--- src/rtl/iq_window_framer.sv ---
// Joins I and Q sample streams into {Q, I} words and frames them into
// fixed-length CNN windows behind a 2-entry skid buffer.
module iq_window_framer #(
    parameter int DATA_W     = 16,
    parameter int WINDOW_LEN = 8
) (
    input  logic                clock,
    input  logic                resetn,
    input  logic [DATA_W-1:0]   s_axis_i_tdata,
    input  logic                s_axis_i_tvalid,
    output logic                s_axis_i_tready,
    input  logic                s_axis_i_tlast,
    input  logic [DATA_W-1:0]   s_axis_q_tdata,
    input  logic                s_axis_q_tvalid,
    output logic                s_axis_q_tready,
    input  logic                s_axis_q_tlast,
    output logic [2*DATA_W-1:0] m_axis_tdata,
    output logic                m_axis_tvalid,
    input  logic                m_axis_tready,
    output logic                m_axis_tlast,
    output logic                m_axis_tuser,
    output logic [15:0]         window_count,
    output logic                tlast_mismatch
);

    localparam int IDX_W  = $clog2(WINDOW_LEN);
    localparam int WORD_W = 2 * DATA_W + 2;

    logic [1:0]        count;
    logic              active;
    logic [IDX_W-1:0]  idx;
    logic [WORD_W-1:0] head;
    logic [WORD_W-1:0] skid;
    logic [WORD_W-1:0] new_word;
    logic              join_ok;
    logic              pop;
    logic              win_end;
    logic              frame_end;

    // active holds off joins on the first edge after reset release
    assign join_ok = active & s_axis_i_tvalid & s_axis_q_tvalid
                   & (count != 2'd2);

    assign s_axis_i_tready = join_ok;
    assign s_axis_q_tready = join_ok;

    assign m_axis_tvalid = (count != 2'd0);
    assign pop           = m_axis_tvalid & m_axis_tready;

    assign win_end   = (idx == IDX_W'(WINDOW_LEN - 1));
    assign frame_end = win_end | s_axis_i_tlast | s_axis_q_tlast;
    assign new_word  = {(idx == '0), frame_end,
                        s_axis_q_tdata, s_axis_i_tdata};

    assign {m_axis_tuser, m_axis_tlast, m_axis_tdata} = head;

    always_ff @(posedge clock or negedge resetn) begin
        if (!resetn) begin
            active <= 1'b0;
            count  <= 2'd0;
            head   <= '0;
            skid   <= '0;
        end else begin
            active <= 1'b1;
            count  <= count + {1'b0, join_ok} - {1'b0, pop};
            // head is the output register; skid only fills on a stall
            if (join_ok && (count == 2'd0 || pop)) begin
                head <= new_word;
            end else if (pop && count == 2'd2) begin
                head <= skid;
            end
            if (join_ok && count == 2'd1 && !pop) begin
                skid <= new_word;
            end
        end
    end

    always_ff @(posedge clock or negedge resetn) begin
        if (!resetn) begin
            idx            <= '0;
            tlast_mismatch <= 1'b0;
        end else if (join_ok) begin
            idx <= frame_end ? '0 : idx + 1'b1;
            if (s_axis_i_tlast != s_axis_q_tlast) begin
                tlast_mismatch <= 1'b1;
            end
        end
    end

    always_ff @(posedge clock or negedge resetn) begin
        if (!resetn) begin
            window_count <= 16'd0;
        end else if (pop && m_axis_tlast) begin
            window_count <= window_count + 16'd1;
        end
    end

endmodule

--- config.mk ---
export PLATFORM = sky130hd
export DESIGN_NAME = iq_window_framer
export DESIGN_NICKNAME = d
export VERILOG_FILES = /design/src/rtl/iq_window_framer.sv
export SDC_FILE = /design/constraint.sdc
export NUM_CORES = 1
export LEC_CHECK = 0
export CAP_MARGIN = 10
export CORE_ASPECT_RATIO = 1.4
export CORE_MARGIN = 2
export CORE_UTILIZATION = 50
export CTS_CLUSTER_DIAMETER = 100
export DETAILED_ROUTE_END_ITERATION = 6
export GPL_TIMING_DRIVEN = 0
export HOLD_SLACK_MARGIN = 0.02
export PLACE_DENSITY_LB_ADDON = 0.08
export SLEW_MARGIN = 20
export SYNTH_ARGS = -nofsm -noshare
export SYNTH_HDL_FRONTEND = slang
export SYNTH_SLANG_ARGS = --single-unit
--- constraint.sdc ---
create_clock -name clock -period 2.3 [get_ports clock]
set_clock_uncertainty 0.1 [all_clocks]
set_input_delay 0.69 -clock clock [delete_from_list [all_inputs] [get_ports clock]]
set_output_delay 0.69 -clock clock [all_outputs]
set_load 0.02 [all_outputs]
# Word level (Yosys, flattened, before mapping)
# Index checks and enable logic that the tools add are counted.
[word_totals] regBits=91 word_cells=37 mem_count=0 romBits=0 ram_bits=0 in_bits=39 latchBits=0
[op_classes] n_lt_le_gt_ge=0 muxes=3 n_shift=0 n_addsub=4 n_eq_ne=5 n_mul=0 div_mod_pow=0 reduce_logical=12 n_bitwise=6
[ops] cell="$mux 34" count=2
[ops] cell="$add 16x1->16 const B" count=1
[ops] cell="$logic_and 1x1->1" count=5
[ops] cell="$and 1x1->1" count=4
[ops] cell="$reduce_bool 2->1" count=2
[ops] cell="$add 3x1->3 const B" count=1
[ops] cell="$eq 3x3->1 const B" count=1
[ops] cell="$logic_not 3->1" count=1
[ops] cell="$mux 3" count=1
[ops] cell="$add 2x1->2" count=1
[ops] cell="$eq 2x1->1 const B" count=1
[ops] cell="$eq 2x2->1 const B" count=1
[ops] cell="$logic_not 2->1" count=1
[ops] cell="$ne 2x2->1 const B" count=1
[ops] cell="$or 1x1->1" count=2
[ops] cell="$reduce_and 2->1" count=1
[ops] cell="$sub 2x1->2" count=1
[ops] cell="$logic_not 1->1" count=1
[ops] cell="$logic_or 1x1->1" count=1
[ops] cell="$ne 1x1->1" count=1

# Logic depth before layout (Yosys ltp)
# Gate-level depths: netlist of the first run.
[depth] word_depth=5 depth_mapped=7 depth_no_buf=5

# Worst setup path after synthesis of the first run
# OpenSTA, ideal clock, no wires.
[synth_path] path_type="input port to output port" startpoint="input s_axis_q_tvalid" endpoint="output s_axis_q_tready" cell_stages=3 t_arrival_ns=1.633 slack_ns=-0.123 required_ns=1.510 n_path_buf=1 cell_sequence="nand3_1 nor2_1 buf_4"
[synth_via] elab_chain_len=2
[synth_rtl] element="start: declaration" line_no="14" source="input logic s_axis_q_tvalid,"
[synth_rtl] element="$and 1x1->1" line_no="41" source="assign join_ok = active & s_axis_i_tvalid & s_axis_q_tvalid"
[synth_rtl] element="$and 1x1->1" line_no="42" source="& (count != 2'd2);"
[synth_rtl] element="end: declaration" line_no="15" source="output logic s_axis_q_tready,"
# Every way passes these cells.

# Worst setup path in the final report of the first run
[layout_path] startpoint="input m_axis_tready" endpoint="register skid[13]"
[layout_via] elab_chain_len=3
[layout_rtl] element="start: declaration" line_no="19" source="input logic m_axis_tready,"
[layout_rtl] element="$and 1x1->1" line_no="48" source="assign pop = m_axis_tvalid & m_axis_tready;"
[layout_rtl] element="$logic_not 1->1" line_no="72" source="if (join_ok && count == 2'd1 && !pop) begin"
[layout_rtl] element="$logic_and 1x1->1" line_no="72"
[layout_rtl] element="end signal: assignment" line_no="73" source="skid <= new_word;"
[layout_rtl] element="end: declaration" line_no="33" source="logic [WORD_W-1:0] skid;"
# Every way passes these cells.
# A chain may end at the register's enable or synchronous reset.

==> metrics.yaml, run 1 <==
slew-limit-headroom_pct: 66.5
finalMaxSlewViolations: 0
die_w_um: 79.7
ir_worst_vdd_mv: 0.614
drive_above_1_share_pct: 18.2
critPathSlowestCell: "or4_4"
routed_wl_mm: 8.40
critPathBufInv: 3
grt_overflow_total: 0
endpoint_kind: "register"
clkTransAtPathRegs_ns: 0.09
register_area_um2: 2280
crit_family: "buffers and inverters"
n_fill_cell: 605
cts_hold_buf: 0
globalplace.congestion: 0.823
area.growth.synth_to_final_pct: 33.2
multiInputGateArea_um2: 1640
synth_area_per_cell_um2: 12.7
worstPathMaxFanout: 10
first_global_vias: 2848
cts_max_path_buffers: 2
antenna_found_initial: 0
cts_buffers: 9
yosys_warnings: 0
leakage_nw: 2.61
fin_ws_ns: 0.0767
synth_ff_type: "dfrtp_1"
worstPathArrival_ns: 2.36
final_cells: 528
grt_usage_pct: 20.6
drt-pass1-iter-count: 4
ant_nets: 0
startpoint_type: "primary input"
max_freq_mhz: 450
powerDensity_nw_per_um2: 1160
async_flop_share_pct: 100
ios: 93
nNetsFinal: 469
synth_seq_cells: 91
clk_latency_ns: 0.36
synth_most_common_cell: "dfrtp_1"
synthTopCellsByCount: "dfrtp_1, nand2_1, mux2i_1, o21ai_0, mux2_4"
avgViaCountPerCell: 5.15
drcViolationCount: 0
p_total_w: 0.00621
grt_pass1_wl_mm: 13.7
syn_nets: 361
synthTopCellsByArea: "dfrtp_1, mux2_4, mux2i_1, o21ai_0, nand2_1"
path_cells: "clkdlybuf4s50_1 > or4_4 > buf_6 > buf_12 > mux2_4"
fp-row-count: 38
preCtsSetupSlack_ns: -0.946
dp.cells: 510
finalCritPeriodShare_pct: 96.7
grt_max_degree: 58
yosysSeqAreaShare_pct: 56.8
synth_top_area_share_pct: 56.8
start_util_pct: 51.8
hp-class: "primary input to async pin"
worst_pin_slew_ns: 0.499
fin_crit_ns: 2.22
antenna_cells: 0
status: "finished, final reports clean"
setup_viol: 0
vias: 2719
cts_sinks: 91
die_area_um2: 8770
core-area_um2: 7750
numPortBuffers: 92
synth.distinct_cells: 32
routedWlPerCell_um: 15.9
cts_tree: "built"
root_buffer: "clkbuf_8"
netlist_instances: 317
max-cap-violations: 0
die_y_um: 110
synth_top_area_cell: "dfrtp_1"
fin_setup_tns_ns: 0
drt_iter0_markers: 209
synth_edf_count: 0
h-tree-depth: 3
syn_area_um2: 4010
slowest_delay_ns: 0.54
dpl.hpwl_mm: 5.72
crit_required_ns: 2.44
hold_viol: 0
crit_type: "primary input to register"
-- kinds of logic (layout without fill, tap and decap cells) --
kind of cell	after synthesis	in the layout	share of synthesized area, %
flip-flops	91	91	56.8
AND/OR/NAND/NOR	74	74	8.33
multiplexers	69	69	20.7
AO/OA/AOI/OAI	39	39	5.12
XOR/XNOR	19	19	4.15
buffers and inverters	19	130	3.31
adder cells (fa/ha/maj)	5	5	1.56
other	1	1	0.0935
-- registers in the layout (all words and copies together) (netlist names) --
name / cells
head: 34
window_count: 16
tlast_mismatch: 1
skid: 34
active: 1
count: 2
idx: 3
-- final timing paths --
path | cells after the start | startpoint | end | slack, ns
hold reg to reg | 1 | tlast_mismatch | tlast_mismatch | 0.37
min in group clock | 1 | tlast_mismatch | tlast_mismatch | 0.37
setup / recovery | 5 | m_axis_tready | skid[13] | 0.08
hold / removal | 1 | resetn | skid[4] | 0.17
max in group asynchronous | 2 | resetn | skid[15] | 1.26
setup reg to reg | 6 | count[1] | head[8] | 0.34
-- placed cells by master, fill, tap and decap left out, types with 2 or more instances in the layout --
| cell type | count |
|---|---|
| dfrtp_1 | 91 |
| clkdlybuf4s50_1 | 84 |
| nand2_1 | 42 |
| mux2i_1 | 36 |
| o21ai_0 | 33 |
| mux2_4 | 26 |
| xnor2_1 | 15 |
| clkbuf_8 | 12 |
| nand3_1 | 11 |
| buf_2 | 10 |
| mux2_2 | 7 |
| buf_4 | 7 |
| ha_1 | 5 |
| xor2_1 | 4 |
| o21ai_1 | 4 |
| nor3_1 | 3 |
| nor2_1 | 3 |
| dlygate4sd2_1 | 3 |
| nor2b_1 | 2 |
| inv_1 | 2 |
| buf_6 | 2 |
| buf_12 | 2 |
| nand4_1 | 2 |
| nor3_2 | 2 |
| clkbuf_1 | 2 |
| dlymetal6s2s_1 | 2 |
-- layer usage --
metal	vias to the layer above	GRT usage, %	share of wire [%]
li1	1303	-	-
met1	1347	25.8	45
met2	61	33.7	49
met3	8	6.51	4.8
met4	0	7.02	1.4
met5	-	0	0
-- area by class of cell --
type,instances,area share (%)
sequential,91,42.6
multi-input combinational,207,30.6
timing repair buffer,97,18.1
clock buffer,12,3.09
tap,100,2.34
buffer,16,2.29
clock inverter,2,0.656
inverter,3,0.211
-- power by group --
group / leakage (nW) / switching (W) / internal [W]
logic: 1.35 / 0.00112 / 0.00134
clock network: 0.104 / 0.000532 / 0.000578
registers: 1.16 / 0.000408 / 0.00223
total: 2.61 / 0.00206 / 0.00415
-- per-stage QoR --
step | instance area [um2] | utilization [%] | hold WS, ns
detailed placement | 5080 | 65.6 | 0.350
floorplan | 4010 | - | 0.294
global placement | 5060 | 65.3 | 0.346
finish | 5340 | 69.0 | 0.174
global route | 5340 | 69.0 | 0.203
CTS | 5310 | 68.6 | 0.185
-- timing repair --
item / CTS / global route
resized for setup: 17 / 5
buffers inserted: 2 / 2
pin swaps: 1 / 0
endpoints found under the setup margin: 28 / 35
(Power assumes the default switching activity.)
==> inputs of run 2 (changes only) <==
--- a/config.mk
+++ b/config.mk
@@ -14,7 +14,10 @@
 export GPL_TIMING_DRIVEN = 0
 export HOLD_SLACK_MARGIN = 0.02
 export PLACE_DENSITY_LB_ADDON = 0.08
+export RECOVER_POWER = 50
+export SKIP_CTS_REPAIR_TIMING = 1
 export SLEW_MARGIN = 20
 export SYNTH_ARGS = -nofsm -noshare
 export SYNTH_HDL_FRONTEND = slang
 export SYNTH_SLANG_ARGS = --single-unit
+export TNS_END_PERCENT = 5
==> metrics.yaml, run 2 (synthesis results as in run 1) <==
crit_type: "register to primary output"
die_w_um: 79.7  # unchanged
routed_wl_mm: 8.40  # about the same
r2r-end: "head[10]"
drive_above_1_share_pct: 18.8  # +0.57 points
crit_required_ns: 1.51  # -0.93 ns
fin_crit_ns: 2.29  # +0.0676 ns
worst_pin_slew_ns: 0.868  # +0.369 ns
rr_startpoint: "count[1]"
final_cell_area_um2: 5380  # +0.59%
endpoint_kind: "primary output"
grt_pass1_wl_mm: 13.6  # -0.90%
drcViolationCount: 0  # unchanged
n_fill_cell: 600  # -0.83%
status: "finished, final reports clean"
layout_commonest_cell: "dfrtp_1"
cts_max_path_buffers: 2  # unchanged
nNetsFinal: 472  # +0.64%
drt-pass1-iter-count: 4  # unchanged
leakage_nw: 2.65  # +1.2%
die_y_um: 110  # unchanged
ios: 93  # unchanged
drt_iter0_markers: 183  # -12%
cts_buffers: 9  # unchanged
cts_tree: "built"
fp-row-count: 38  # unchanged
start_util_pct: 51.8  # unchanged
finalMaxSlewViolations: 0  # unchanged
setup_viol: 0  # unchanged
numPortBuffers: 92  # unchanged
hold_viol: 0  # unchanged
rsz0062_at_grt: "yes"
ir_worst_vdd_mv: 0.614  # about the same
antenna_cells: 0  # unchanged
slew-limit-headroom_pct: 42.1  # -24 points
path_cells: "buf_6 > nor2b_1 > buf_4 > nor2_4 > buf_4 > buf_6"
finalCritPeriodShare_pct: 99.6  # +2.9 points
max_freq_mhz: 437  # -3.0%
placed_cell_area_um2: 5080  # unchanged
p_total_w: 0.00623  # +0.39%
core-area_um2: 7750  # unchanged
cts_sinks: 91  # unchanged
max-cap-violations: 0  # unchanged
antenna_found_initial: 0  # unchanged
grt_usage_pct: 20.4  # -0.18 points
globalplace.congestion: 0.823  # unchanged
startpoint_type: "register"
final_cell_mix: "dfrtp_1, clkdlybuf4s50_1, nand2_1, mux2i_1, o21ai_0"
clk_latency_ns: 0.36  # about the same
worst-r2r-setup-slack_ns: 0.24  # -0.10 ns
worstPathArrival_ns: 1.50  # -0.86 ns
reg_top3: "head: 34 flops, skid: 34 flops, window_count: 16 flops"
powerDensity_nw_per_um2: 1160  # -0.20%
routedWlPerCell_um: 15.8  # -0.53%
vias: 2722  # +0.11%
h-tree-depth: 3  # unchanged
multiInputGateArea_um2: 1640  # unchanged
grt_overflow_total: 0  # unchanged
dpl.hpwl_mm: 5.72  # unchanged
area.growth.synth_to_final_pct: 34.0
critPathSlowestCell: "dfrtp_1"
hp-class: "primary input to async pin"
slowest_delay_ns: 0.40  # -0.14 ns
first_global_vias: 2813  # -1.2%
ant_nets: 0  # unchanged
worstPathMaxFanout: 5  # -5
r2r_cells: 7  # +1
die_area_um2: 8770  # unchanged
register_area_um2: 2280  # unchanged
hold_ws_ns: 0.325  # +0.151 ns
root_buffer: "clkbuf_8"
clkTransAtPathRegs_ns: 0.09  # about the same
grt_max_degree: 58  # unchanged
avgViaCountPerCell: 5.13  # -0.46%
## run 2: power by group
part | total (W) | switching (W) | internal (W) | leakage, nW
clock | 0.00111 | 0.000530 | 0.000578 | 0.104
combinational | 0.00249 | 0.00112 | 0.00136 | 1.38
sequential | 0.00264 | 0.000407 | 0.00223 | 1.16
total | 0.00623 | 0.00206 | 0.00417 | 2.65
## run 2: metrics by stage
stage / utilization [%] / instances / worst slack [ns] / setup TNS [ns]
floorplan: - / 317 / 0.0815 / 0
global placement: 65.3 / 509 / -2.80 / -280.88
detailed placement: 65.6 / 510 / -0.946 / -27.44
CTS: 68.2 / 524 / -0.955 / -2.57
global route: 69.4 / 531 / -0.0587 / -0.112
finish: 69.4 / 531 / 0.00908 / 0
## run 2: how the worst max path moves through the flow
stage	startpoint	endpoint	slack, ns	depth (start not counted)
after floorplan	s_axis_q_tvalid	s_axis_q_tready	0.08	3
after global placement	resetn	active	-2.80	1
after detailed placement	s_axis_q_tvalid	s_axis_q_tready	-0.95	5
after CTS	s_axis_q_tvalid	s_axis_q_tready	-0.96	5
after global routing	count[1]	s_axis_q_tready	-0.06	6
final	count[1]	s_axis_q_tready	0.009	6
## run 2: layer usage
layer,vias to the layer above,global-route usage (%),part of all wire [%]
li1,1309,-,-
met2,63,33.1,50
met3,8,6.60,4.8
met1,1342,25.7,44
met4,0,7.02,1.4
met5,-,0,0
## run 2: cell type report
class	count	share of cell area, %
timing repair buffer	100	18.6
multi-input combinational	207	30.5
buffer	16	2.33
sequential	91	42.4
clock buffer	12	3.07
tap	100	2.33
inverter	3	0.209
clock inverter	2	0.652
## run 2: worst max-delay path: cells and delay by family, from the launching register on
family | cells | cell delay [ns]
flops | 1 | 0.40
buf+inv | 4 | 0.51
simple gates | 2 | 0.24
